[src/rtl/ro_odometer_pkg.sv]
// Shared types and constants for the RO odometer scan controller.
// The FSM states are one-hot; the mode codes are the ones the sn_cdir decoder expects.
package ro_odometer_pkg;

  typedef enum logic [6:0] {
    ST_IDLE    = 7'b0000001,
    ST_STRESS  = 7'b0000010,
    ST_SETTLE  = 7'b0000100,
    ST_MEASURE = 7'b0001000,
    ST_EMIT    = 7'b0010000,
    ST_NEXT    = 7'b0100000,
    ST_FIN     = 7'b1000000
  } state_e;

  localparam logic [1:0] MODE_RST    = 2'b00;
  localparam logic [1:0] MODE_STRESS = 2'b01;
  localparam logic [1:0] MODE_AUTH   = 2'b10;

endpackage

[src/rtl/ro_mask_next_chan.sv]
// Combinational priority finder: returns the lowest set mask bit strictly above
// idx_i, or the lowest set bit overall when from_start_i is high.
module ro_mask_next_chan
  import ro_odometer_pkg::*;
#(
  parameter int NO_CDIR = 8,
  parameter int SEL_W   = $clog2(NO_CDIR)
) (
  input  logic [NO_CDIR-1:0] mask_i,
  input  logic [SEL_W-1:0]   idx_i,
  input  logic               from_start_i,
  output logic [SEL_W-1:0]   chan_o,
  output logic               found_o
);

  // Descending walk so the lowest qualifying bit is the last one to win.
  always_comb begin
    chan_o  = '0;
    found_o = 1'b0;
    for (int i = NO_CDIR - 1; i >= 0; i--) begin
      if (mask_i[i] && (from_start_i || (i > int'(idx_i)))) begin
        chan_o  = SEL_W'(i);
        found_o = 1'b1;
      end
    end
  end

endmodule

[src/rtl/ro_odometer_scan_ctrl.sv]
// Lifecycle-odometer controller: scans every enabled CDIR channel of an external
// RO array, reports r/s counts, signed difference and aged flag over valid/ready.
module ro_odometer_scan_ctrl
  import ro_odometer_pkg::*;
#(
  parameter int NO_CDIR       = 8,
  parameter int SEL_W         = $clog2(NO_CDIR),
  parameter int CNT_W         = 32,
  parameter int SETTLE_CYCLES = 4,
  parameter int TIMEOUT       = 1024
) (
  input  logic                     clk,
  input  logic                     rst,
  input  logic                     go,
  input  logic                     en_out,
  input  logic [NO_CDIR-1:0]       chan_mask,
  input  logic [CNT_W-1:0]         thr,
  output logic [1:0]               mode,
  output logic [SEL_W-1:0]         r_mux_sel,
  output logic [SEL_W-1:0]         s_mux_sel,
  input  logic [CNT_W-1:0]         dec_r_freq,
  input  logic [CNT_W-1:0]         dec_s_freq,
  input  logic                     dec_valid,
  output logic                     res_valid,
  input  logic                     res_ready,
  output logic [SEL_W-1:0]         res_chan,
  output logic [CNT_W-1:0]         res_r_freq,
  output logic [CNT_W-1:0]         res_s_freq,
  output logic signed [CNT_W:0]    res_diff,
  output logic                     res_aged,
  output logic                     res_timeout,
  output logic                     busy,
  output logic                     done,
  output logic [NO_CDIR-1:0]       aged_map
);

  localparam int ST_W = (SETTLE_CYCLES > 1) ? $clog2(SETTLE_CYCLES) : 1;
  localparam int TO_W = (TIMEOUT > 1) ? $clog2(TIMEOUT) : 1;

  // Zero-extend both counts so the difference never wraps.
  function automatic logic signed [CNT_W:0] sub_ext(input logic [CNT_W-1:0] a,
                                                    input logic [CNT_W-1:0] b);
    return $signed({1'b0, a}) - $signed({1'b0, b});
  endfunction

  state_e                state_q;
  logic [1:0]            mode_q;
  logic [SEL_W-1:0]      sel_q;
  logic [NO_CDIR-1:0]    mask_q;
  logic [CNT_W-1:0]      thr_q;
  logic [ST_W-1:0]       settle_q;
  logic [TO_W-1:0]       tmo_q;
  logic                  res_valid_q;
  logic [SEL_W-1:0]      res_chan_q;
  logic [CNT_W-1:0]      res_r_q;
  logic [CNT_W-1:0]      res_s_q;
  logic signed [CNT_W:0] res_diff_q;
  logic                  res_aged_q;
  logic                  res_timeout_q;
  logic                  busy_q;
  logic                  done_q;
  logic [NO_CDIR-1:0]    aged_map_q;

  logic signed [CNT_W:0] diff_d;
  logic                  aged_d;
  logic                  find_start;
  logic [NO_CDIR-1:0]    find_mask;
  logic [SEL_W-1:0]      next_chan;
  logic                  next_found;

  assign diff_d = sub_ext(dec_r_freq, dec_s_freq);
  assign aged_d = diff_d > $signed({1'b0, thr_q});

  // Scan start searches the live mask from bit 0; NEXT searches the latched mask above sel_q.
  assign find_start = (state_q != ST_NEXT);
  assign find_mask  = find_start ? chan_mask : mask_q;

  ro_mask_next_chan #(
    .NO_CDIR (NO_CDIR),
    .SEL_W   (SEL_W)
  ) u_next_chan (
    .mask_i       (find_mask),
    .idx_i        (sel_q),
    .from_start_i (find_start),
    .chan_o       (next_chan),
    .found_o      (next_found)
  );

  always_ff @(posedge clk) begin
    if (rst) begin
      state_q       <= ST_IDLE;
      mode_q        <= MODE_RST;
      sel_q         <= '0;
      mask_q        <= '0;
      thr_q         <= '0;
      settle_q      <= '0;
      tmo_q         <= '0;
      res_valid_q   <= 1'b0;
      res_chan_q    <= '0;
      res_r_q       <= '0;
      res_s_q       <= '0;
      res_diff_q    <= '0;
      res_aged_q    <= 1'b0;
      res_timeout_q <= 1'b0;
      busy_q        <= 1'b0;
      done_q        <= 1'b0;
      aged_map_q    <= '0;
    end else begin
      done_q <= 1'b0;
      unique case (state_q)
        ST_IDLE, ST_STRESS: begin
          if (en_out) begin
            mask_q   <= chan_mask;
            thr_q    <= thr;
            busy_q   <= 1'b1;
            mode_q   <= MODE_RST;
            settle_q <= '0;
            if (next_found) begin
              sel_q   <= next_chan;
              state_q <= ST_SETTLE;
            end else begin
              state_q <= ST_FIN;
            end
          end else if (go) begin
            state_q <= ST_STRESS;
            mode_q  <= MODE_STRESS;
          end else begin
            state_q <= ST_IDLE;
            mode_q  <= MODE_RST;
          end
        end
        ST_SETTLE: begin
          if (settle_q == ST_W'(SETTLE_CYCLES - 1)) begin
            state_q <= ST_MEASURE;
            mode_q  <= MODE_AUTH;
            tmo_q   <= '0;
          end else begin
            settle_q <= settle_q + 1'b1;
          end
        end
        ST_MEASURE: begin
          if (dec_valid) begin
            res_r_q       <= dec_r_freq;
            res_s_q       <= dec_s_freq;
            res_diff_q    <= diff_d;
            res_aged_q    <= aged_d;
            res_timeout_q <= 1'b0;
            res_chan_q    <= sel_q;
            res_valid_q   <= 1'b1;
            state_q       <= ST_EMIT;
          end else if (tmo_q == TO_W'(TIMEOUT - 1)) begin
            res_r_q       <= '0;
            res_s_q       <= '0;
            res_diff_q    <= '0;
            res_aged_q    <= 1'b0;
            res_timeout_q <= 1'b1;
            res_chan_q    <= sel_q;
            res_valid_q   <= 1'b1;
            state_q       <= ST_EMIT;
          end else begin
            tmo_q <= tmo_q + 1'b1;
          end
        end
        ST_EMIT: begin
          if (res_ready) begin
            res_valid_q       <= 1'b0;
            aged_map_q[sel_q] <= aged_map_q[sel_q] | res_aged_q;
            state_q           <= ST_NEXT;
            mode_q            <= MODE_RST;
          end
        end
        ST_NEXT: begin
          mode_q <= MODE_RST;
          if (next_found) begin
            sel_q    <= next_chan;
            settle_q <= '0;
            state_q  <= ST_SETTLE;
          end else begin
            state_q <= ST_FIN;
          end
        end
        ST_FIN: begin
          done_q <= 1'b1;
          busy_q <= 1'b0;
          if (go) begin
            state_q <= ST_STRESS;
            mode_q  <= MODE_STRESS;
          end else begin
            state_q <= ST_IDLE;
            mode_q  <= MODE_RST;
          end
        end
        default: begin
          state_q <= ST_IDLE;
          mode_q  <= MODE_RST;
        end
      endcase
    end
  end

  assign mode        = mode_q;
  assign r_mux_sel   = sel_q;
  assign s_mux_sel   = sel_q;
  assign res_valid   = res_valid_q;
  assign res_chan    = res_chan_q;
  assign res_r_freq  = res_r_q;
  assign res_s_freq  = res_s_q;
  assign res_diff    = res_diff_q;
  assign res_aged    = res_aged_q;
  assign res_timeout = res_timeout_q;
  assign busy        = busy_q;
  assign done        = done_q;
  assign aged_map    = aged_map_q;

endmodule

[config.mk]
export PLATFORM = sky130hd
export DESIGN_NAME = ro_odometer_scan_ctrl
export DESIGN_NICKNAME = d
export VERILOG_FILES = /design/src/rtl/ro_odometer_pkg.sv /design/src/rtl/ro_mask_next_chan.sv /design/src/rtl/ro_odometer_scan_ctrl.sv
export SDC_FILE = /design/constraint.sdc
export NUM_CORES = 1
export LEC_CHECK = 0
export CAP_MARGIN = 20
export CORE_MARGIN = 2
export CORE_UTILIZATION = 52
export CTS_BUF_LIST = sky130_fd_sc_hd__clkbuf_8
export CTS_CLUSTER_SIZE = 14
export DETAILED_ROUTE_END_ITERATION = 7
export PLACE_DENSITY = 0.94
export SLEW_MARGIN = 15
export SYNTH_ARGS = -nofsm -noshare
export SYNTH_HDL_FRONTEND = slang
export SYNTH_HIERARCHICAL = 1
export SYNTH_SLANG_ARGS = --single-unit
[constraint.sdc]
create_clock -name clk -period 5.6 [get_ports clk]
set_clock_uncertainty 0.05 [all_clocks]
set_input_delay 1.12 -clock clk [delete_from_list [all_inputs] [get_ports clk]]
set_output_delay 1.12 -clock clk [all_outputs]
set_load 0.01 [all_outputs]
==> reports/results.txt <==
Outcome -> finished clean
Main combinational cell family by area after synthesis -> compound AO/OA/AOI/OAI gates
Antenna Violating Nets Remaining -> 0
Initial antenna violation count -> 0
TNS Setup -> 0 ns
Post-synthesis net count -> 1312
Pwr/cell area -> 244.5 nW/um^2
Synth Area in Compound Gates -> 22.20%
GRT overflow -> 0
# fillers -> 1345
Cts bufs inserted -> 17
Worst-path clk slew -> 0.10 ns
Post-DP HPWL -> 21190 um
Number of enable flip-flop cells after synthesis -> 0
Synth area leader -> dfxtp_1
Slew HR -> 40.94%
Worst VDD drop -> 165.7 uV
Setup crit start kind -> input port
Ys flop type -> dfxtp_1
WP data arrival -> 5.42 ns
Syn Area/Cell -> 8.254 sq um
Max Root-Sink Buffers -> 2
I/O Buffers -> 230
CTS tree -> yes
Num rows -> 49
Clk_lat worst skew -> 0.47 ns
Final nets -> 1501
Final Power -> 2.972 mW
Root buffer cell -> clkbuf_8
Largest fanout on the critical path -> 4
Worst Hold Slack -> 0.4073 ns
Remaining DRCs -> 0
First-pass GRT wire length -> 45670 um
Routability cong. -> 0.9070
Die X -> 138.2 um
CTS sink count -> 177
Starting density of the core -> 52.51%
Adder-Cell Fraction of Synth Area -> 9.029%
CTS Hold Buffers Added -> 0
FF+latch area -> 3543 sq um
Register area share after synthesis -> 37.83%
Post-synth ARST share -> 0%
H-tree depth -> 4
Vias per Instance -> 5.856
Mapped Cells -> 1135
Yosys reg bits -> 177
Fin crit share -> 90.56%
PostCTS Resize Cnt -> 0
Area of the mapped netlist -> 9368 sq um
Via Count -> 9164
Die height -> 138.2 um
P_leak -> 4.786 nW
HP Class -> register to register
WS Path Type -> input port to register
Core Region -> 17840 sq um
Max Fclk -> 0.1972 GHz
Area of the multi-input gates -> 5263 sq um
Post-CTS setup buffers -> 0
Final setup viols -> 0
Yosys warns -> 6
Number of global-route vias before repair -> 8973
Antenna cells -> 0
Xor-xnor portion of the synthesized cell area -> 3.272%
P&R area growth vs syn -> 29.78%
Gr usage total -> 29.17%
Yosys top cell area share -> 37.83%
Crit. End Element -> register
RSZ-0062 raised after global routing -> no
Library cells used by synthesis -> 69
Final hold vios -> 0
Boundary pin count -> 231
Share of layout cells above drive strength 1 -> 4.865%
PnR worst setup slack -> 0.5284 ns
WL final -> 28430 um
Multiplexer share of the synthesized area -> 2.845%
Dominant cells by area after synthesis -> dfxtp_1 (38%), ha_1 (8.8%), a22oi_1 (6.2%)
Number of detailed-route iterations in the first pass -> 5
Minimum clock period -> 5.072 ns
Largest net degree at the start of global routing -> 83
Wire length per cell -> 18.16 um
Max-cap violations -> 0
Die area -> 19100 sq um
Worst path required time -> 5.95 ns
Post-synthesis simple-gate area fraction -> 18.63%
Pre-CTS setup slack -> 0.1043 ns
Tightest Pin Transition -> 0.8858 ns
Iteration-0 DRC Markers -> 743
Slew Viols, Final -> 0
worst max-delay path, stage by stage:
cell and delay [ns]:
clkdlybuf4s50_1 0.49, inv_1 0.06, ha_1 0.35, a21oi_1 0.20
nor3b_1 0.21, a211oi_1 0.15, or4_4 0.53, a221o_1 0.35
a21oi_2 0.15, xnor2_1 0.12, ha_1 0.32, nand4_1 0.12
nor3_1 0.36, o211ai_1 0.15, o2bb2ai_1 0.19, a211oi_1 0.07
o31ai_1 0.21, o2111ai_1 0.14, o21ai_0 0.15
power by group:
group          leakage [nW]  switching [mW]  total (mW)  internal (mW)
clock                 0.214           0.483       0.937          0.454
combinational          3.14           0.408       0.716          0.308
sequential             1.43          0.0265        1.32           1.29
per-layer routing:
metal / track usage, % / wire [um] / up-vias / part of all wire (%)
met5: 0 / 0 / - / 0
met4: 11.44 / 986 / 0 / 3.5
met3: 6.408 / 2045 / 68 / 7.2
met2: 49.27 / 13630 / 386 / 48
met1: 36.44 / 11760 / 4347 / 41
li1: - / - / 4363 / -
per-stage QoR:
step | cells | instance area (sq um) | utilization [%]
floorplan | 1135 | 9368 | -
global placement | 1534 | 11750 | 65.85
detailed placement | 1534 | 11750 | 65.85
CTS | 1565 | 12160 | 68.15
global route | 1565 | 12160 | 68.15
finish | 1565 | 12160 | 68.15
final cells by class:
| cell class | instances | area share (%) |
|---|---|---|
| inverters | 75 | 2.316 |
| clock inverters | 13 | 1.328 |
| well taps | 229 | 2.357 |
| repair buffers | 240 | 19.53 |
| multi-input cells | 813 | 43.29 |
| clock buffers | 18 | 2.038 |
| flip-flops and latches | 177 | 29.14 |
cells in the final DEF, fill, tap and decap left out, types with 20 or more instances in the layout:
cell             Yosys  routed
clkdlybuf4s50_1      0     229
nand2_1            127     127
a21o_1              24      24
ha_1                66      66
a21oi_1             88      88
dfxtp_1            177     177
a22o_1              20      20
nor2_1             135     135
a22oi_1             77      77
o21ai_0             28      28
nor3_1              20      20
inv_1               75      77
state kept, by name, summed over array words and instances, names as in the netlist, 2 cells and up:
signal	count
settle_q	2
r_mux_sel	3
mask_q	8
res_chan	3
res_diff	33
res_r_freq	32
state_q	7
tmo_q	10
aged_map	8
mode	2
res_s_freq	32
thr_q	32
cells in the mapped netlist, drive strengths merged (6+ instances only):
library cell / count
a211oi: 12
a21o: 24
a21oi: 89
a22o: 20
a22oi: 77
buf: 13
clkbuf: 57
dfxtp: 177
ha: 66
inv: 75
mux2: 9
mux2i: 12
nand2: 127
nand2b: 13
nand3: 17
nand4: 17
nor2: 135
nor2b: 11
nor3: 20
nor3b: 6
nor4: 8
o211ai: 8
o21a: 9
o21ai: 31
xnor2: 19
xor2: 16
cell families after synthesis:
logic type               count (synthesis)
AND/OR/NAND/NOR                        382
AO/OA/AOI/OAI                          306
flip-flops                             177
buffers and inverters                  145
adder cells (fa/ha/maj)                 67
XOR/XNOR                                35
multiplexers                            23
worst paths after layout:
path | cells after the start | slack, ns | endpoint | from
worst max-delay path | 19 | 0.53 | res_aged | dec_s_freq[5]
worst min-delay path | 2 | 0.41 | mask_q[1] | mask_q[1]
worst max register to register | 7 | 2.44 | res_s_freq[28] | state_q[6]
worst min register to register | 2 | 0.41 | mask_q[1] | mask_q[1]
No activity file was read; power rests on OpenSTA's default activity.
